--- src/rtl/sys_ctrl.sv ---
// sys_ctrl: byte-command controller between the UART receiver, the register
// file, the ALU and the TX FIFO. One command byte is followed by its operand
// bytes. Read and ALU results are buffered and pushed into the TX FIFO
// (with back-pressure). The ALU result is sent as two bytes, LSB first.
module sys_ctrl #(
  parameter int DATA_WIDTH = 8,
  parameter int ADDR_WIDTH = 4
) (
  input  logic                    CLK,
  input  logic                    Reset,
  input  logic [DATA_WIDTH-1:0]   RX_P_Data,
  input  logic                    RX_D_VLD,
  input  logic [DATA_WIDTH-1:0]   RdData,
  input  logic                    RdData_Valid,
  input  logic [2*DATA_WIDTH-1:0] ALU_OUT,
  input  logic                    ALU_OUT_VLD,
  input  logic                    FIFO_FULL,
  output logic [ADDR_WIDTH-1:0]   Address,
  output logic                    WrEn,
  output logic                    RdEn,
  output logic [DATA_WIDTH-1:0]   WrData,
  output logic [3:0]              ALU_FUN,
  output logic                    ALU_EN,
  output logic                    CLK_GATE_EN,
  output logic [DATA_WIDTH-1:0]   TX_P_DATA,
  output logic                    TX_D_VLD
);

  // FSM encoding; codes 12..15 are unused and fall back to IDLE.
  localparam logic [3:0] IDLE     = 4'd0;
  localparam logic [3:0] WR_ADDR  = 4'd1;
  localparam logic [3:0] WR_DATA  = 4'd2;
  localparam logic [3:0] RD_ADDR  = 4'd3;
  localparam logic [3:0] RD_WAIT  = 4'd4;
  localparam logic [3:0] RD_SEND  = 4'd5;
  localparam logic [3:0] OP_A     = 4'd6;
  localparam logic [3:0] OP_B     = 4'd7;
  localparam logic [3:0] FUN      = 4'd8;
  localparam logic [3:0] ALU_WAIT = 4'd9;
  localparam logic [3:0] SEND_LSB = 4'd10;
  localparam logic [3:0] SEND_MSB = 4'd11;

  // Command bytes recognised in IDLE.
  localparam logic [DATA_WIDTH-1:0] CMD_WR      = DATA_WIDTH'(8'hAA);
  localparam logic [DATA_WIDTH-1:0] CMD_RD      = DATA_WIDTH'(8'hBB);
  localparam logic [DATA_WIDTH-1:0] CMD_ALU_OP  = DATA_WIDTH'(8'hCC);
  localparam logic [DATA_WIDTH-1:0] CMD_ALU_NOP = DATA_WIDTH'(8'hDD);

  // Fixed register-file slots for the two ALU operands.
  localparam logic [ADDR_WIDTH-1:0] OPA_ADDR = ADDR_WIDTH'(0);
  localparam logic [ADDR_WIDTH-1:0] OPB_ADDR = ADDR_WIDTH'(1);

  logic [3:0]              state_q,   state_d;
  logic [ADDR_WIDTH-1:0]   addr_q,    addr_d;     // write address from WR_ADDR
  logic [DATA_WIDTH-1:0]   rd_buf_q,  rd_buf_d;   // read data waiting for TX
  logic [2*DATA_WIDTH-1:0] alu_res_q, alu_res_d;  // ALU result waiting for TX

  // Next-state, buffer updates and all outputs; outputs are decoded from the
  // current state so that IDLE (and therefore reset) drives every output to 0.
  always_comb begin
    // NOTE: every signal written here gets a default first, so no branch can
    // leave one unassigned and infer a latch.
    state_d     = state_q;
    addr_d      = addr_q;
    rd_buf_d    = rd_buf_q;
    alu_res_d   = alu_res_q;
    Address     = '0;
    WrEn        = 1'b0;
    RdEn        = 1'b0;
    WrData      = '0;
    ALU_FUN     = 4'd0;
    ALU_EN      = 1'b0;
    CLK_GATE_EN = 1'b0;
    TX_P_DATA   = '0;
    TX_D_VLD    = 1'b0;

    case (state_q)
      IDLE: begin
        if (RX_D_VLD) begin
          case (RX_P_Data)
            CMD_WR:      state_d = WR_ADDR;
            CMD_RD:      state_d = RD_ADDR;
            CMD_ALU_OP:  state_d = OP_A;
            CMD_ALU_NOP: state_d = FUN;
            default:     state_d = IDLE;   // unknown command byte is dropped
          endcase
        end
      end

      WR_ADDR: begin
        if (RX_D_VLD) begin
          addr_d  = RX_P_Data[ADDR_WIDTH-1:0];
          state_d = WR_DATA;
        end
      end

      WR_DATA: begin
        if (RX_D_VLD) begin
          WrEn    = 1'b1;
          Address = addr_q;
          WrData  = RX_P_Data;
          state_d = IDLE;
        end
      end

      RD_ADDR: begin
        if (RX_D_VLD) begin
          RdEn    = 1'b1;
          Address = RX_P_Data[ADDR_WIDTH-1:0];
          state_d = RD_WAIT;
        end
      end

      RD_WAIT: begin
        if (RdData_Valid) begin
          rd_buf_d = RdData;
          state_d  = RD_SEND;
        end
      end

      RD_SEND: begin
        // Hold the byte until the FIFO has room; nothing is lost while full.
        if (!FIFO_FULL) begin
          TX_D_VLD  = 1'b1;
          TX_P_DATA = rd_buf_q;
          state_d   = IDLE;
        end
      end

      OP_A: begin
        if (RX_D_VLD) begin
          WrEn    = 1'b1;
          Address = OPA_ADDR;
          WrData  = RX_P_Data;
          state_d = OP_B;
        end
      end

      OP_B: begin
        if (RX_D_VLD) begin
          WrEn    = 1'b1;
          Address = OPB_ADDR;
          WrData  = RX_P_Data;
          state_d = FUN;
        end
      end

      FUN: begin
        // The ALU clock stays ungated from opcode wait until the result lands.
        CLK_GATE_EN = 1'b1;
        if (RX_D_VLD) begin
          ALU_EN  = 1'b1;
          ALU_FUN = RX_P_Data[3:0];
          state_d = ALU_WAIT;
        end
      end

      ALU_WAIT: begin
        CLK_GATE_EN = 1'b1;
        if (ALU_OUT_VLD) begin
          alu_res_d = ALU_OUT;
          state_d   = SEND_LSB;
        end
      end

      SEND_LSB: begin
        if (!FIFO_FULL) begin
          TX_D_VLD  = 1'b1;
          TX_P_DATA = alu_res_q[DATA_WIDTH-1:0];
          state_d   = SEND_MSB;
        end
      end

      SEND_MSB: begin
        if (!FIFO_FULL) begin
          TX_D_VLD  = 1'b1;
          TX_P_DATA = alu_res_q[2*DATA_WIDTH-1:DATA_WIDTH];
          state_d   = IDLE;
        end
      end

      default: state_d = IDLE;
    endcase
  end

  // State and buffer registers; reset returns to IDLE with buffers cleared.
  always_ff @(posedge CLK or negedge Reset) begin
    // NOTE: sequential state uses non-blocking assignments so every flop
    // samples the pre-edge values regardless of statement order.
    if (!Reset) begin
      state_q   <= IDLE;
      addr_q    <= '0;
      rd_buf_q  <= '0;
      alu_res_q <= '0;
    end else begin
      state_q   <= state_d;
      addr_q    <= addr_d;
      rd_buf_q  <= rd_buf_d;
      alu_res_q <= alu_res_d;
    end
  end

endmodule

--- config.mk ---
export PLATFORM = sky130hd
export DESIGN_NAME = sys_ctrl
export DESIGN_NICKNAME = d
export VERILOG_FILES = /design/src/rtl/sys_ctrl.sv
export SDC_FILE = /design/constraint.sdc
export NUM_CORES = 1
export LEC_CHECK = 0
export CORE_UTILIZATION = 45
export DETAILED_ROUTE_END_ITERATION = 12
export PLACE_DENSITY_LB_ADDON = 0.3
export SLEW_MARGIN = 10
export SYNTH_ARGS = -nofsm -noshare
export SYNTH_HDL_FRONTEND = slang
export SYNTH_SLANG_ARGS = --single-unit
export TNS_END_PERCENT = 100
--- constraint.sdc ---
create_clock -name CLK -period 1.8 [get_ports CLK]
set_input_delay 0.27 -clock CLK [delete_from_list [all_inputs] [get_ports CLK]]
set_output_delay 0.27 -clock CLK [all_outputs]
set_load 0.03 [all_outputs]
==> results of run 1 <==
## synth_stat cells (all sizes together), types with 2 or more instances
cell    instances  area (sq um)
dfrtp          32           801
clkbuf          2          7.51
a22oi           8          65.1
nand2b          3          18.8
nor4bb          3          30.0
mux2           28           353
a221o           2          20.0
nand3           4          32.5
nand2          13          48.8
a21oi          17          88.8
buf             7          65.1
o21ai          11          70.1
nor2           14          65.1
nor2b           2          12.5
and2           12          75.1
nand3b          2          15.0
inv             4          15.0
mux2i           4          40.0
nor3            2          32.5
## power groups by stage
stage / Combinational (W) / Clock [W] / Sequential, W
CTS: 0.00204 / 0.000523 / 0.00132
global placement: 0.00177 / 0 / 0.00130
finish: 0.00249 / 0.000518 / 0.00133
floorplan: 0.00131 / 0 / 0.00121
global route: 0.00262 / 0.000569 / 0.00136
detailed placement: 0.00180 / 0 / 0.00131
## per-layer routing
layer / global-route usage (%) / routed length (microns)
met3: 5.76 / 348
met1: 34.6 / 2620
met4: 12.2 / 223
met5: 0 / 0
met2: 41.5 / 3180
## stage by stage
stage,hold WS [ns],cells
5_1_grt,0.434,347
3_5_place_dp,0.496,322
3_3_place_gp,0.488,322
4_1_cts,0.395,336
6_report,0.383,347
2_1_floorplan,-0.0256,186
## layout make-up
cell class / count / area (sq um) / share of cell area (%)
Timing Repair Buffer: 111 / 1100 / 31.8
Clock buffer: 6 / 72.6 / 2.10
Clock inverter: 1 / 5.00 / 0.145
Inverter: 4 / 15.0 / 0.435
Multi-Input combinational cell: 143 / 1390 / 40.4
Tap cell: 50 / 62.6 / 1.81
Sequential cell: 32 / 805 / 23.3
## cells by family after synthesis
| kind of cell | share of synthesized area (%) |
|---|---|
| AND/OR/NAND/NOR | 20.2 |
| multiplexers | 19.7 |
| flip-flops | 40.2 |
| buffers and inverters | 4.39 |
| AO/OA/AOI/OAI | 15.6 |
## state kept, by name (all words and copies together) (netlist names)
register and flops:
rd_buf_q 8, addr_q 4, alu_res_q 16, state_q 4
## how the worst min path moves through the flow
stage | endpoint | cells after the start | startpoint | slack [ns]
CTS | alu_res_q[6] | 2 | Reset | 0.39
floorplan | addr_q[0] | 0 | Reset | -0.03
detailed placement | rd_buf_q[3] | 1 | rd_buf_q[3] | 0.50
global placement | addr_q[3] | 1 | addr_q[3] | 0.49
finish | alu_res_q[6] | 2 | Reset | 0.38
global route | alu_res_q[14] | 2 | Reset | 0.43
## worst max-delay path: stages (launching register included)
cell and delay [ns]:
dfrtp_1 0.45, inv_1 0.11, nand2_2 0.13, nor3_4 0.06, buf_12 0.13, a222oi_1 0.37, nor2_2 0.10, buf_6 0.15
## timing repair
item / CTS / global route
endpoints found under the setup margin: 27 / 40
pin swaps: 19 / 16
cloned: 2 / 0
resized for setup: 48 / 45
buffers inserted: 5 / 11
==> out/qor.csv, run 1 <==
stage;metric;value;unit
sta;setup ws final;-0.264;ns
grt;global-route wire length before repair;8950;microns
power_and_ir_drop;PwrDens;1260;mW/mm^2
yosys;Post-Syn Nets;224;
route;Vias/cell;5.77;
die;Die Width;68.6;microns
power_and_ir_drop;sequential fraction of design power;30.7;%
status;failing checks;setup timing;
route;DRC viols;0;
sta;final-report max-slew violation count;0;
sta;setup violators final;33;
sta;Fin. Hold Viols;0;
sta;worst slew pin tran;0.418;ns
final_layout;Final Net Count;335;
die;die height;68.6;microns
yosys;mapped cell area;0.00199;sq mm
sta;crit path time final;2.06;ns
setup_path;worst setup path endpoint;TX_P_DATA[3];
yosys;Post-synth ARST share;100;%
clock_network;Worst-path clk slew;0.07;ns
sta;Fmax;485;MHz
grt;largest net degree at the start of global routing;33;
grt;GRT Util Overall;26.5;%
setup_path;Reg2Reg Depth;8;
final_layout;Area growth, synth to finish;73.1;%
placement;DP Worst Slack;-0.0408;ns
placement;Detailed Place HPWL;3830;microns
power_and_ir_drop;leakage;1.47;nW
final_layout;Fillers;208;
clock_network;clock buffer depth;2;
setup_path;Setup CP Type;register to output pin;
yosys;Post-Synthesis Cells;186;
placement;IO Port Bufs;66;
sta;RSZ-0062 raised after global routing;true;
yosys;most common flop cell mapped by yosys;dfrtp_1;
route;antenna-violating nets left;0;
status;status;finished with violations;
yosys;Syn Area/Cell;10.7;sq um
route;via count;2001;
hold_path;Hold Crit Class;primary input to async pin;
setup_path;Worst EP arrival;1.79;ns
sta;crit share post-route;115;%
power_and_ir_drop;Clk pwr share;11.9;%
clock_network;Worst-Skew Late Latency;0.28;ns
route;total iterations of the first detailed-routing run;7;
clock_network;Sink Count;32;
clock_network;H-tree Lvls;2;
setup_path;critical path capture point type;output pin;
yosys;synthesized flop and latch total;32;
clock_network;hold_buf cts;0;
power_and_ir_drop;Comb power frac;57.4;%
power_and_ir_drop;peak supply drop;0.891;mV
job;number of max-cap violations;0;
setup_path;Worst R2R End;state_q[3];
die;Initial Utilization;48.4;%
die;DIE AREA;0.00470;sq mm
setup_path;CP startpoint;state_q[2];
clock_network;CTS tree;built;
sta;Fin Setup TNS;-4.01;ns
setup_path;r2r startpoint;state_q[3];
power_and_ir_drop;Tot Pwr;0.00434;W
setup_path;R2R setup slack;-0.13;ns
die;core area;0.00412;sq mm
final_layout;proportion of layout cells with a drive suffix above 1;57.9;%
power_and_ir_drop;Int Pwr;0.00267;W
setup_path;Req. time, crit path;1.53;ns
sta;Slew HR;72.1;%
power_and_ir_drop;P_sw;0.00167;W
setup_path;Startpoint Class;register;
final_layout;ant diodes;0;
setup_path;Max Fanout on Critical Path;8;
final_layout;Final Util;83.9;%
placement;Placed Area;0.00289;sq mm
grt;initial antenna violation count;0;
yosys;number of flops mapped to enable cells by yosys;0;
clock_network;clk root buf;clkbuf_8;
clock_network;number of CTS-inserted buffers;5;
route;DR iter-0 viols;183;
power_and_ir_drop;switching share of total power;38.5;%
sta;Setup Skew;0.00643;ns
yosys;post-synth cell types;47;
die;I/O pins;67;
yosys;Yosys Warn Count;0;
yosys;sequential-to-total area share from yosys stat;40.2;%
final_layout;most frequent cells in the layout;clkdlybuf4s50_1 (37), buf_4 (37), buf_6 (32), dfrtp_1 (29), mux2_4 (18);
route;wire per inst;18.4;microns
final_layout;cell area after layout;0.00345;sq mm
route;routed wire length;6380;microns
grt;GR Overflow Total;0;
placement;gp weighted congestion;0.866;
grt;vias in the first global route;1899;
die;Rows;23;
No activity file was read; power rests on OpenSTA's default activity.
==> run 2, diff against run 1 <==
--- a/config.mk
+++ b/config.mk
@@ -5,7 +5,9 @@
 export SDC_FILE = /design/constraint.sdc
 export NUM_CORES = 1
 export LEC_CHECK = 0
-export CORE_UTILIZATION = 45
+export CELL_PAD_IN_SITES_DETAIL_PLACEMENT = 2
+export CELL_PAD_IN_SITES_GLOBAL_PLACEMENT = 2
+export CORE_UTILIZATION = 28
 export DETAILED_ROUTE_END_ITERATION = 12
 export PLACE_DENSITY_LB_ADDON = 0.3
 export SLEW_MARGIN = 10
==> constraint.sdc (replaced) <==
create_clock -name CLK -period 2.3 [get_ports CLK]
set_input_delay 0.345 -clock CLK [delete_from_list [all_inputs] [get_ports CLK]]
set_output_delay 0.345 -clock CLK [all_outputs]
set_load 0.03 [all_outputs]
==> out/qor.csv, run 2 (synthesis results as in run 1) <==
stage;metric;value;unit;change
status;status;complete, no violations;;
grt;largest net degree at the start of global routing;33;;unchanged
route;routed wire length;6130;microns;-3.9%
sta;Setup Skew;0.00204;ns;-0.00439 ns
grt;GRT Util Overall;17.2;%;-9.2 points
setup_path;Reg2Reg Depth;5;;-3
placement;gp weighted congestion;0.758;;-13%
sta;crit path time final;2.18;ns;
sta;RSZ-0062 raised after global routing;false;;
setup_path;Worst R2R End;rd_buf_q[1];;
route;wire per inst;16.9;microns;-7.9%
clock_network;H-tree Lvls;2;;unchanged
sta;Fmax;459;MHz;
grt;vias in the first global route;1890;;-0.47%
clock_network;Sink Count;32;;unchanged
final_layout;Finished Layout Cells;362;;+4.3%
die;core area;0.00683;sq mm;+66%
power_and_ir_drop;peak supply drop;0.330;mV;-63%
setup_path;critical path capture point type;output pin;;
sta;Slew HR;67.8;%;-4.3 points
hold_path;Hold Crit Class;primary input to async pin;;
grt;initial antenna violation count;0;;unchanged
job;number of max-cap violations;0;;unchanged
placement;Detailed Place HPWL;4740;microns;+24%
die;die height;86.4;microns;+26%
setup_path;r2r startpoint;state_q[3];;
final_layout;leading cell type in the layout, fill and taps excluded;buf_4;;
sta;worst slew pin tran;0.482;ns;+0.0637 ns
clock_network;hold_buf cts;0;;unchanged
power_and_ir_drop;PwrDens;1010;mW/mm^2;-20%
die;Initial Utilization;29.2;%;-19 points
grt;global-route wire length before repair;9990;microns;+12%
clock_network;CTS tree;built;;
final_layout;proportion of layout cells with a drive suffix above 1;36.1;%;-22 points
final_layout;Top Registers;alu_res_q x16, rd_buf_q x8;;
die;I/O pins;67;;unchanged
setup_path;Startpoint Class;register;;
die;DIE AREA;0.00746;sq mm;+59%
setup_path;Req. time, crit path;1.96;ns;+0.43 ns
route;DR iter-0 viols;41;;-78%
sta;Fin. Hold Viols;0;;unchanged
sta;setup violators final;0;;-100%
clock_network;clk root buf;clkbuf_8;;
die;Rows;30;;+30%
route;antenna-violating nets left;0;;unchanged
final_layout;ant diodes;0;;unchanged
clock_network;number of CTS-inserted buffers;5;;unchanged
grt;GR Overflow Total;0;;unchanged
setup_path;Max Fanout on Critical Path;7;;-1
power_and_ir_drop;leakage;1.25;nW;-15%
final_layout;max reg flops;16;;unchanged
sta;Fin Setup TNS;0;ns;+4.01 ns
route;via count;1762;;-12%
final_layout;Area growth, synth to finish;45.5;%;
clock_network;clock buffer depth;2;;unchanged
setup_path;R2R setup slack;0.42;ns;+0.55 ns
route;DRC viols;0;;unchanged
placement;placed instance count;350;;+8.7%
final_layout;Final Net Count;303;;-9.6%
setup_path;Worst EP arrival;1.83;ns;+0.04 ns
sta;final-report max-slew violation count;0;;unchanged
setup_path;Setup CP Type;register to output pin;;
clock_network;Worst-path clk slew;0.07;ns;about the same
sta;crit share post-route;94.8;%;
route;Vias/cell;4.87;;-16%
die;Die Width;86.4;microns;+26%
placement;IO Port Bufs;66;;unchanged
clock_network;Worst-Skew Late Latency;0.28;ns;about the same
route;total iterations of the first detailed-routing run;4;;-3
final_layout;most frequent cells in the layout;buf_4 (41), clkdlybuf4s50_1 (38), dfrtp_1 (29), mux2_2 (18), a21oi_1 (16);;
final_layout;Top reg by flops;alu_res_q;;
## run 2: cell types whose count changed in the layout (fill, tap and decap cells not counted), moves of 4 or more
cell	delta
mux2_4	-8
a21oi_1	+10
a21oi_2	-9
mux2_2	+8
buf_6	-32
nor2_1	+6
buf_4	+4
and2_1	+12
nor2_4	-4
and2_4	-12
## run 2: area by class of cell
type / count / area, sq um
Timing Repair Buffer: 81 / 721
Sequential cell: 32 / 805
Clock inverter: 2 / 35.0
Inverter: 4 / 15.0
Tap cell: 96 / 120
Multi-Input combinational cell: 141 / 1130
Clock buffer: 6 / 72.6
Fill cell: 746 / 3930
## run 2: critical path, cell delays in order, from the launching register on
cell             delay (ns)
dfrtp_2                0.45
inv_1                  0.09
nand2_1                0.16
nor2_1                 0.17
clkdlybuf4s50_1        0.69
## run 2: where the power goes
| group | leakage, nW | internal, W | total [W] | switching [W] |
|---|---|---|---|---|
| logic | 0.801 | 0.000689 | 0.00136 | 0.000676 |
| clock network | 0.0552 | 0.000321 | 0.000528 | 0.000207 |
| registers | 0.392 | 0.000833 | 0.00104 | 0.000205 |
| total | 1.25 | 0.00184 | 0.00293 | 0.00109 |
## run 2: how the worst max path moves through the flow
stage	startpoint	endpoint	slack [ns]	cells after the start
2_1_floorplan	state_q[3]	WrData[0]	0.26	5
3_3_place_gp	RX_D_VLD	RdEn	0.21	4
3_5_place_dp	RX_D_VLD	RdEn	0.21	4
4_1_cts	state_q[2]	TX_P_DATA[3]	0.01	7
5_1_grt	state_q[1]	WrData[6]	0.01	5
6_report	state_q[2]	CLK_GATE_EN	0.12	4
## run 2: what timing repair did
action | CTS | global route
buffers inserted | 1 | 3
gates resized for setup | 3 | 4
endpoints found under the setup margin | 8 | 16
pin swaps | 1 | 0
## run 2: per-stage QoR
step           total power (W)  instance area [sq um]  setup slack (ns)  utilization (%)  hold slack [ns]
3_5_place_dp           0.00234                   2720             0.215             39.9            0.495
4_1_cts                0.00292                   2870            0.0111             41.9            0.478
2_1_floorplan          0.00195                   1990             0.257                -           0.0494
5_1_grt                0.00312                   2900            0.0113             42.5            0.515
3_3_place_gp           0.00229                   2720             0.212             39.9            0.490
6_report               0.00293                   2900             0.120             42.5            0.462
## run 2: layer usage
metal	up-vias	routed length [microns]	track usage, %
li1	842	-	-
met1	889	2780	23.3
met2	29	3180	30.2
met3	2	148	2.00
met4	0	23	2.73
met5	-	0	0
==> run 3, diff against run 2 <==
--- a/config.mk
+++ b/config.mk
@@ -9,6 +9,7 @@
 export CELL_PAD_IN_SITES_GLOBAL_PLACEMENT = 2
 export CORE_UTILIZATION = 28
 export DETAILED_ROUTE_END_ITERATION = 12
+export GPL_TIMING_DRIVEN = 1
 export PLACE_DENSITY_LB_ADDON = 0.3
 export SLEW_MARGIN = 10
 export SYNTH_ARGS = -nofsm -noshare
==> results of run 3 <==
The final DEF is identical to that of run 2; final timing and power are the same.
